$ cat src/rtl/bit_serializer_pkg.sv
// Shared types and constants for the bit serializer.
// Holds the FSM state encoding and the counter-width helper.
package bit_serializer_pkg;

    localparam int SER_DEFAULT_WIDTH = 8;

    typedef enum logic {
        IDLE  = 1'b0,
        SHIFT = 1'b1
    } ser_state_e;

    // Width needed to index 0..value-1; never less than one bit.
    function automatic int clog2(input int value);
        int result;
        int v;
        result = 0;
        v = value - 1;
        while (v > 0) begin
            result = result + 1;
            v = v >> 1;
        end
        if (result < 1) begin
            result = 1;
        end
        return result;
    endfunction

endpackage

$ cat src/rtl/bit_serializer_if.sv
// Parallel word input handshake of the bit serializer.
// A word moves on a rising edge where in_valid and in_ready are both 1; the source
// keeps in_data stable and in_valid high until then, and in_ready never looks at in_valid.
interface bit_serializer_if
    import bit_serializer_pkg::*;
#(
    parameter int WIDTH = SER_DEFAULT_WIDTH
);

    logic [WIDTH-1:0] in_data;
    logic             in_valid;
    logic             in_ready;

    modport master (
        output in_data,
        output in_valid,
        input  in_ready
    );

    modport slave (
        input  in_data,
        input  in_valid,
        output in_ready
    );

endinterface

$ cat src/rtl/bit_serializer_hold.sv
// Single-entry holding buffer that lets the next word wait behind the one being shifted.
// Owns the ready signal back to the word source.
module bit_serializer_hold
    import bit_serializer_pkg::*;
#(
    parameter int WIDTH = SER_DEFAULT_WIDTH
) (
    input  logic             clk,
    input  logic             rst_n,
    input  logic             load_i,
    input  logic             drain_i,
    input  logic [WIDTH-1:0] data_i,
    output logic [WIDTH-1:0] data_o,
    output logic             full_o,
    output logic             ready_o
);

    logic [WIDTH-1:0] hreg_q;
    logic [WIDTH-1:0] hreg_d;
    logic             full_q;
    logic             full_d;

    always_ff @(posedge clk) begin
        if (rst_n) begin
            hreg_q <= '0;
            full_q <= 1'b0;
        end else begin
            hreg_q <= hreg_d;
            full_q <= full_d;
        end
    end

    // Load and drain are mutually exclusive: a full buffer holds ready low.
    always_comb begin
        hreg_d = hreg_q;
        full_d = full_q;
        if (load_i) begin
            hreg_d = data_i;
            full_d = 1'b1;
        end else if (drain_i) begin
            full_d = 1'b0;
        end
    end

    // rst_n is active high despite its name.
    assign ready_o = !full_q && !rst_n;
    assign data_o  = hreg_q;
    assign full_o  = full_q;

endmodule

$ cat src/rtl/bit_serializer.sv
// Parallel-to-serial front end: shifts WIDTH-bit words out one bit per clock with a
// bit-valid qualifier, streaming back-to-back words through a one-word holding buffer.
module bit_serializer
    import bit_serializer_pkg::*;
#(
    parameter int   WIDTH     = SER_DEFAULT_WIDTH,
    parameter int   MSB_FIRST = 1,
    parameter logic IDLE_BIT  = 1'b0
) (
    input  logic              clk,
    input  logic              rst_n,
    bit_serializer_if.slave   in_if,
    output logic              bit_o,
    output logic              bit_valid_o,
    output logic              word_done_o,
    output logic              busy_o,
    output ser_state_e        state_o
);

    localparam int             CNT_W    = clog2(WIDTH);
    localparam logic [CNT_W-1:0] CNT_LAST = CNT_W'(WIDTH - 1);

    ser_state_e       state_q;
    ser_state_e       state_d;
    logic [WIDTH-1:0] sreg_q;
    logic [WIDTH-1:0] sreg_d;
    logic [CNT_W-1:0] cnt_q;
    logic [CNT_W-1:0] cnt_d;

    logic             xfer;
    logic             last_bit;
    logic             hold_load;
    logic             hold_drain;
    logic             hold_full;
    logic [WIDTH-1:0] hold_data;
    logic [WIDTH-1:0] sreg_shifted;
    logic             out_end;

    assign xfer     = in_if.in_valid && in_if.in_ready;
    assign last_bit = (state_q == SHIFT) && (cnt_q == CNT_LAST);

    // A word arriving mid-shift parks in the buffer; on the last bit it bypasses it.
    assign hold_load  = xfer && (state_q == SHIFT) && !last_bit;
    assign hold_drain = last_bit && hold_full;

    bit_serializer_hold #(
        .WIDTH (WIDTH)
    ) u_hold (
        .clk     (clk),
        .rst_n   (rst_n),
        .load_i  (hold_load),
        .drain_i (hold_drain),
        .data_i  (in_if.in_data),
        .data_o  (hold_data),
        .full_o  (hold_full),
        .ready_o (in_if.in_ready)
    );

    assign sreg_shifted = (MSB_FIRST != 0) ? {sreg_q[WIDTH-2:0], 1'b0}
                                           : {1'b0, sreg_q[WIDTH-1:1]};
    assign out_end      = (MSB_FIRST != 0) ? sreg_q[WIDTH-1] : sreg_q[0];

    always_ff @(posedge clk) begin
        if (rst_n) begin
            state_q <= IDLE;
            sreg_q  <= '0;
            cnt_q   <= '0;
        end else begin
            state_q <= state_d;
            sreg_q  <= sreg_d;
            cnt_q   <= cnt_d;
        end
    end

    always_comb begin
        state_d = state_q;
        sreg_d  = sreg_q;
        cnt_d   = cnt_q;
        case (state_q)
            IDLE: begin
                if (xfer) begin
                    sreg_d  = in_if.in_data;
                    cnt_d   = '0;
                    state_d = SHIFT;
                end
            end
            SHIFT: begin
                if (!last_bit) begin
                    sreg_d = sreg_shifted;
                    cnt_d  = cnt_q + CNT_W'(1);
                end else if (hold_full) begin
                    sreg_d = hold_data;
                    cnt_d  = '0;
                end else if (xfer) begin
                    sreg_d = in_if.in_data;
                    cnt_d  = '0;
                end else begin
                    sreg_d  = '0;
                    cnt_d   = '0;
                    state_d = IDLE;
                end
            end
            default: begin
                state_d = IDLE;
            end
        endcase
    end

    assign bit_valid_o = (state_q == SHIFT);
    assign bit_o       = bit_valid_o ? out_end : IDLE_BIT;
    assign word_done_o = last_bit;
    assign busy_o      = (state_q == SHIFT) || hold_full;
    assign state_o     = state_q;

endmodule

$ cat src/flat_wrapper.sv
// flat-port wrapper written by rule: the top's interface ports become plain ports
module bit_serializer_flat import bit_serializer_pkg::*;
#(
    parameter int   WIDTH     = SER_DEFAULT_WIDTH,
    parameter int   MSB_FIRST = 1,
    parameter logic IDLE_BIT  = 1'b0
)
  (clk, rst_n, bit_o, bit_valid_o, word_done_o, busy_o, state_o, in_if_in_data, in_if_in_valid, in_if_in_ready);
  bit_serializer_if #(.WIDTH(WIDTH)) in_if_i ();
  input  logic clk;
  input  logic rst_n;
  output logic bit_o;
  output logic bit_valid_o;
  output logic word_done_o;
  output logic busy_o;
  output ser_state_e state_o;
  input wire logic [$bits(in_if_i.in_data)-1:0] in_if_in_data;
  input wire logic [$bits(in_if_i.in_valid)-1:0] in_if_in_valid;
  output wire logic [$bits(in_if_i.in_ready)-1:0] in_if_in_ready;
  assign in_if_i.in_data = in_if_in_data;
  assign in_if_i.in_valid = in_if_in_valid;
  assign in_if_in_ready = in_if_i.in_ready;
  bit_serializer #(.WIDTH(WIDTH), .MSB_FIRST(MSB_FIRST), .IDLE_BIT(IDLE_BIT)) u_core (.clk(clk), .rst_n(rst_n), .in_if(in_if_i), .bit_o(bit_o), .bit_valid_o(bit_valid_o), .word_done_o(word_done_o), .busy_o(busy_o), .state_o(state_o));
endmodule
$ cat config.mk
export PLATFORM = sky130hd
export DESIGN_NAME = bit_serializer_flat
export DESIGN_NICKNAME = d
export VERILOG_FILES = /design/src/rtl/bit_serializer_pkg.sv /design/src/rtl/bit_serializer_if.sv /design/src/rtl/bit_serializer_hold.sv /design/src/rtl/bit_serializer.sv /design/src/flat_wrapper.sv
export SDC_FILE = /design/constraint.sdc
export NUM_CORES = 1
export LEC_CHECK = 0
export ABC_CLOCK_PERIOD_IN_PS = 1860
export BUFFER_PORTS_ARGS = -buffer_cell sky130_fd_sc_hd__buf_2
export CAP_MARGIN = 20
export CORE_AREA = 4 4 50 52
export CTS_BUF_LIST = sky130_fd_sc_hd__clkbuf_2 sky130_fd_sc_hd__clkbuf_4 sky130_fd_sc_hd__clkbuf_8
export CTS_CLUSTER_SIZE = 28
export DETAILED_ROUTE_END_ITERATION = 7
export DIE_AREA = 0 0 54 56
export PLACE_DENSITY = 0.76
export SYNTH_ARGS = -nofsm -noshare
export SYNTH_HDL_FRONTEND = slang
export SYNTH_SLANG_ARGS = --single-unit
$ cat constraint.sdc
create_clock -name clk -period 1.86 [get_ports clk]
set_clock_uncertainty 0.1 [all_clocks]
set_input_delay 0 -clock clk [delete_from_list [all_inputs] [get_ports clk]]
set_output_delay 0 -clock clk [all_outputs]
set_load 0.02 [all_outputs]
==> results by group <==
Run status
  • Status: completed

Worst setup path
  • Critical Path RT: 1.99 ns
  • Crit Path Max Fanout: 15
  • Crit path DAT: 1.82 ns
  • Worst setup SP type: input port
  • Crit path cell chain: dlygate4sd3_1 > buf_2 > nor3b_4 > a22oi_1 > o31ai_2
  • Critical path's largest stage delay: 0.56 ns
  • Slowest stage cell, crit path: nor3b_4
  • CP Capture Type: register
  • Critical path type: in -> reg

GRT
  • Global-route wire length before repair: 4.08 mm
  • All-Layer GR Usage: 17.9%
  • Vias in the first global route: 928
  • Pin count of the biggest net entering global routing: 17
  • Antenna violations before repair: 0
  • GR Overflow Total: 0

Synthesis
  • Cell count after synthesis: 123
  • Post-synth EDFFs: 0
  • Post-synth ARST share: 0%
  • Mapped Nets: 136
  • Syn_area_per_cell: 9.02 sq um
  • Synth warn: 0
  • Register area share after synthesis: 37.9%
  • Mapped Area: 1110 sq um
  • Netlist cell types: 28
  • Ys flop type: dfxtp_1
  • Synthesis-stage register bit count: 21

Cells and area
  • # nets final: 161
  • Area added between synthesis and finish: 19.6%
  • Layout cells sized above 1: 29.9%

Power
  • Reg power frac: 53.9%
  • Combinational fraction of design power: 20.7%
  • Leak Pwr: 0.532 nW
  • Clk pwr share: 25.4%
  • VDD IR-drop max: 0.410 mV
  • Cell Pwr Density: 691 nW/um^2
  • Switching power total: 259 uW
  • Int Power: 658 uW
  • Switching share of total power: 28.3%

Hold path
  • Worst hold path class: reg -> reg

Die
  • Site row count: 17
  • Core area: 2110 sq um
  • Die area: 3020 sq um
  • Initial Utilization: 52.7%
  • Die Wd: 54 um
  • Die Y: 56 um
  • IO Pins: 17

Placement
  • PortBufs: 16
  • Dpl ws: 0.187 ns
  • RD Place Congestion: 0.752
  • Dpl hpwl: 1.64 mm

Route
  • Wire per inst: 13.5 um
  • Vias/cell: 5.57
  • Initial DRC count: 20
  • Via count: 980
  • # DRC: 0
  • DRT Pass-1 Iters: 4
  • Post-Route WL: 2.38 mm
  • Post-route ant nets: 0

Timing
  • Post-route setup slack: 0.172 ns
  • Relative slew slack: 58.5%
  • Endpoints failing setup: 0
  • Fmax achieved: 592 MHz
  • RSZ-0062 raised after global routing: false
  • Min Tclk post-route: 1.69 ns
  • Period utilization: 90.8%
  • Final Hold Viols: 0
  • Final slew viol count: 0
  • Setup_tns: 0 ns
  • Slew at the pin closest to its max-slew limit: 0.622 ns

CTS
  • Root Buffer: clkbuf_4
  • H-Tree Depth: 1
  • Clock tree buffer depth: 2
  • CTS tree: yes
  • CTS sink count: 21
  • Clock Pin Slew Worst Setup and Hold Paths: 0.11 ns
  • Worst skew pair latency: 0.30 ns
  • CTS Buf Count: 3
  • Post-CTS Setup Bufs: 0

Job
  • Max-Cap Viols: 0
-- stage by stage --
stage | area [sq um] | std cells | hold WS, ns | util [%] | total power [mW]
global placement | 1190 | 161 | 0.170 | 56.5 | 0.670
global route | 1330 | 175 | 0.402 | 62.9 | 0.966
detailed placement | 1190 | 161 | 0.171 | 56.5 | 0.676
finish | 1330 | 176 | 0.388 | 63.0 | 0.917
CTS | 1320 | 175 | 0.388 | 62.7 | 0.921
floorplan | 1110 | 123 | 0.0477 | - | 0.632
-- layout by cell type (no fill, tap or decap), drive strengths merged --
| cell | count |
|---|---|
| buf | 23 |
| dfxtp | 21 |
| nand3 | 17 |
| a21oi | 12 |
| dlygate4sd3 | 10 |
| nor2 | 9 |
| o21ai | 9 |
| a22oi | 8 |
| a21bo | 7 |
| o31ai | 7 |
| clkbuf | 4 |
| nand2b | 4 |
| and2 | 2 |
| nor2b | 2 |
| nand3b | 2 |
| ha | 2 |
| diode | 1 |
| or2 | 1 |
| nor3b | 1 |
| mux2i | 1 |
| o32ai | 1 |
| or3b | 1 |
| inv | 1 |
| o22ai | 1 |
| nor3 | 1 |
-- per-layer routing --
metal	routed length, um	GRT usage, %	vias up
li1	-	-	496
met1	1090	22.9	464
met2	1190	28.4	16
met3	66	2.41	4
met4	38	8.90	0
met5	0	0	-
-- cell usage after synthesis, drive strengths merged (2+ instances only) --
cell    instances  share of area (%)
nor2b           2                1.1
clkbuf          2               0.79
o31ai           7                7.9
a22oi           8                5.4
dfxtp          21                 38
ha              2                2.3
nand2b          4                2.5
a21bo           7                6.3
nand3          17                7.7
a21oi          12                5.4
o21ai           9                4.1
and2            2                1.1
buf            11                7.1
nand3b          2                1.4
nor2            9                3.0
-- power groups by stage --
stage               combinational, mW  sequential (mW)  clock (mW)
global placement                0.167            0.504           0
detailed placement              0.171            0.505           0
CTS                             0.187            0.494       0.239
finish                          0.190            0.495       0.233
global route                    0.206            0.498       0.263
floorplan                       0.131            0.501           0
-- area by class of cell --
| class | instances | area, sq um |
|---|---|---|
| Clock buffer | 4 | 30.0 |
| Fill cell | 182 | 778 |
| Antenna cell | 1 | 2.50 |
| Timing Repair Buffer | 33 | 233 |
| Sequential cell | 21 | 420 |
| Inverter | 1 | 3.75 |
| Multi-Input combinational cell | 88 | 603 |
| Tap cell | 28 | 35.0 |
-- timing repair --
action,in CTS,in global routing
endpoints found under the hold margin,15,0
endpoints found under the setup margin,0,1
hold buffers,10,0
gates resized for setup,0,1
-- cell families after synthesis --
group / Yosys count / synth area share [%]
simple gates: 40 / 20.3
mux: 1 / 0.902
buf+inv: 14 / 8.23
compound gates: 45 / 30.4
fa+ha+maj: 2 / 2.25
flops: 21 / 37.9
-- sequential cells by signal, indices dropped and copies added, names as in the netlist --
| name | cells |
|---|---|
| u_core.u_hold.full_o | 1 |
| u_core.sreg_q | 8 |
| u_core.cnt_q | 3 |
| u_core.u_hold.data_o | 8 |
| u_core.bit_valid_o | 1 |
-- path summary, 6_finish.rpt --
path	startpoint	endpoint	slack (ns)	cells after the start
worst max-delay path	rst_n	u_core.sreg_q[1]$_SDFFE_PP0P_	0.17	5
worst min-delay path	u_core.sreg_q[7]$_SDFFE_PP0P_	u_core.sreg_q[7]$_SDFFE_PP0P_	0.39	2
worst max register to register	u_core.cnt_q[0]$_SDFFE_PP0P_	u_core.u_hold.data_o[5]$_SDFFE_PP0P_	0.24	6
worst min register to register	u_core.sreg_q[7]$_SDFFE_PP0P_	u_core.sreg_q[7]$_SDFFE_PP0P_	0.39	2
-- worst max-delay path, delay by kind of cell --
family | cells | cell delay, ns
AOI/OAI and AO/OA | 2 | 0.47
and+or+nand+nor | 1 | 0.56
buffers and inverters | 2 | 0.77
Power figures use the tool's default switching activity.
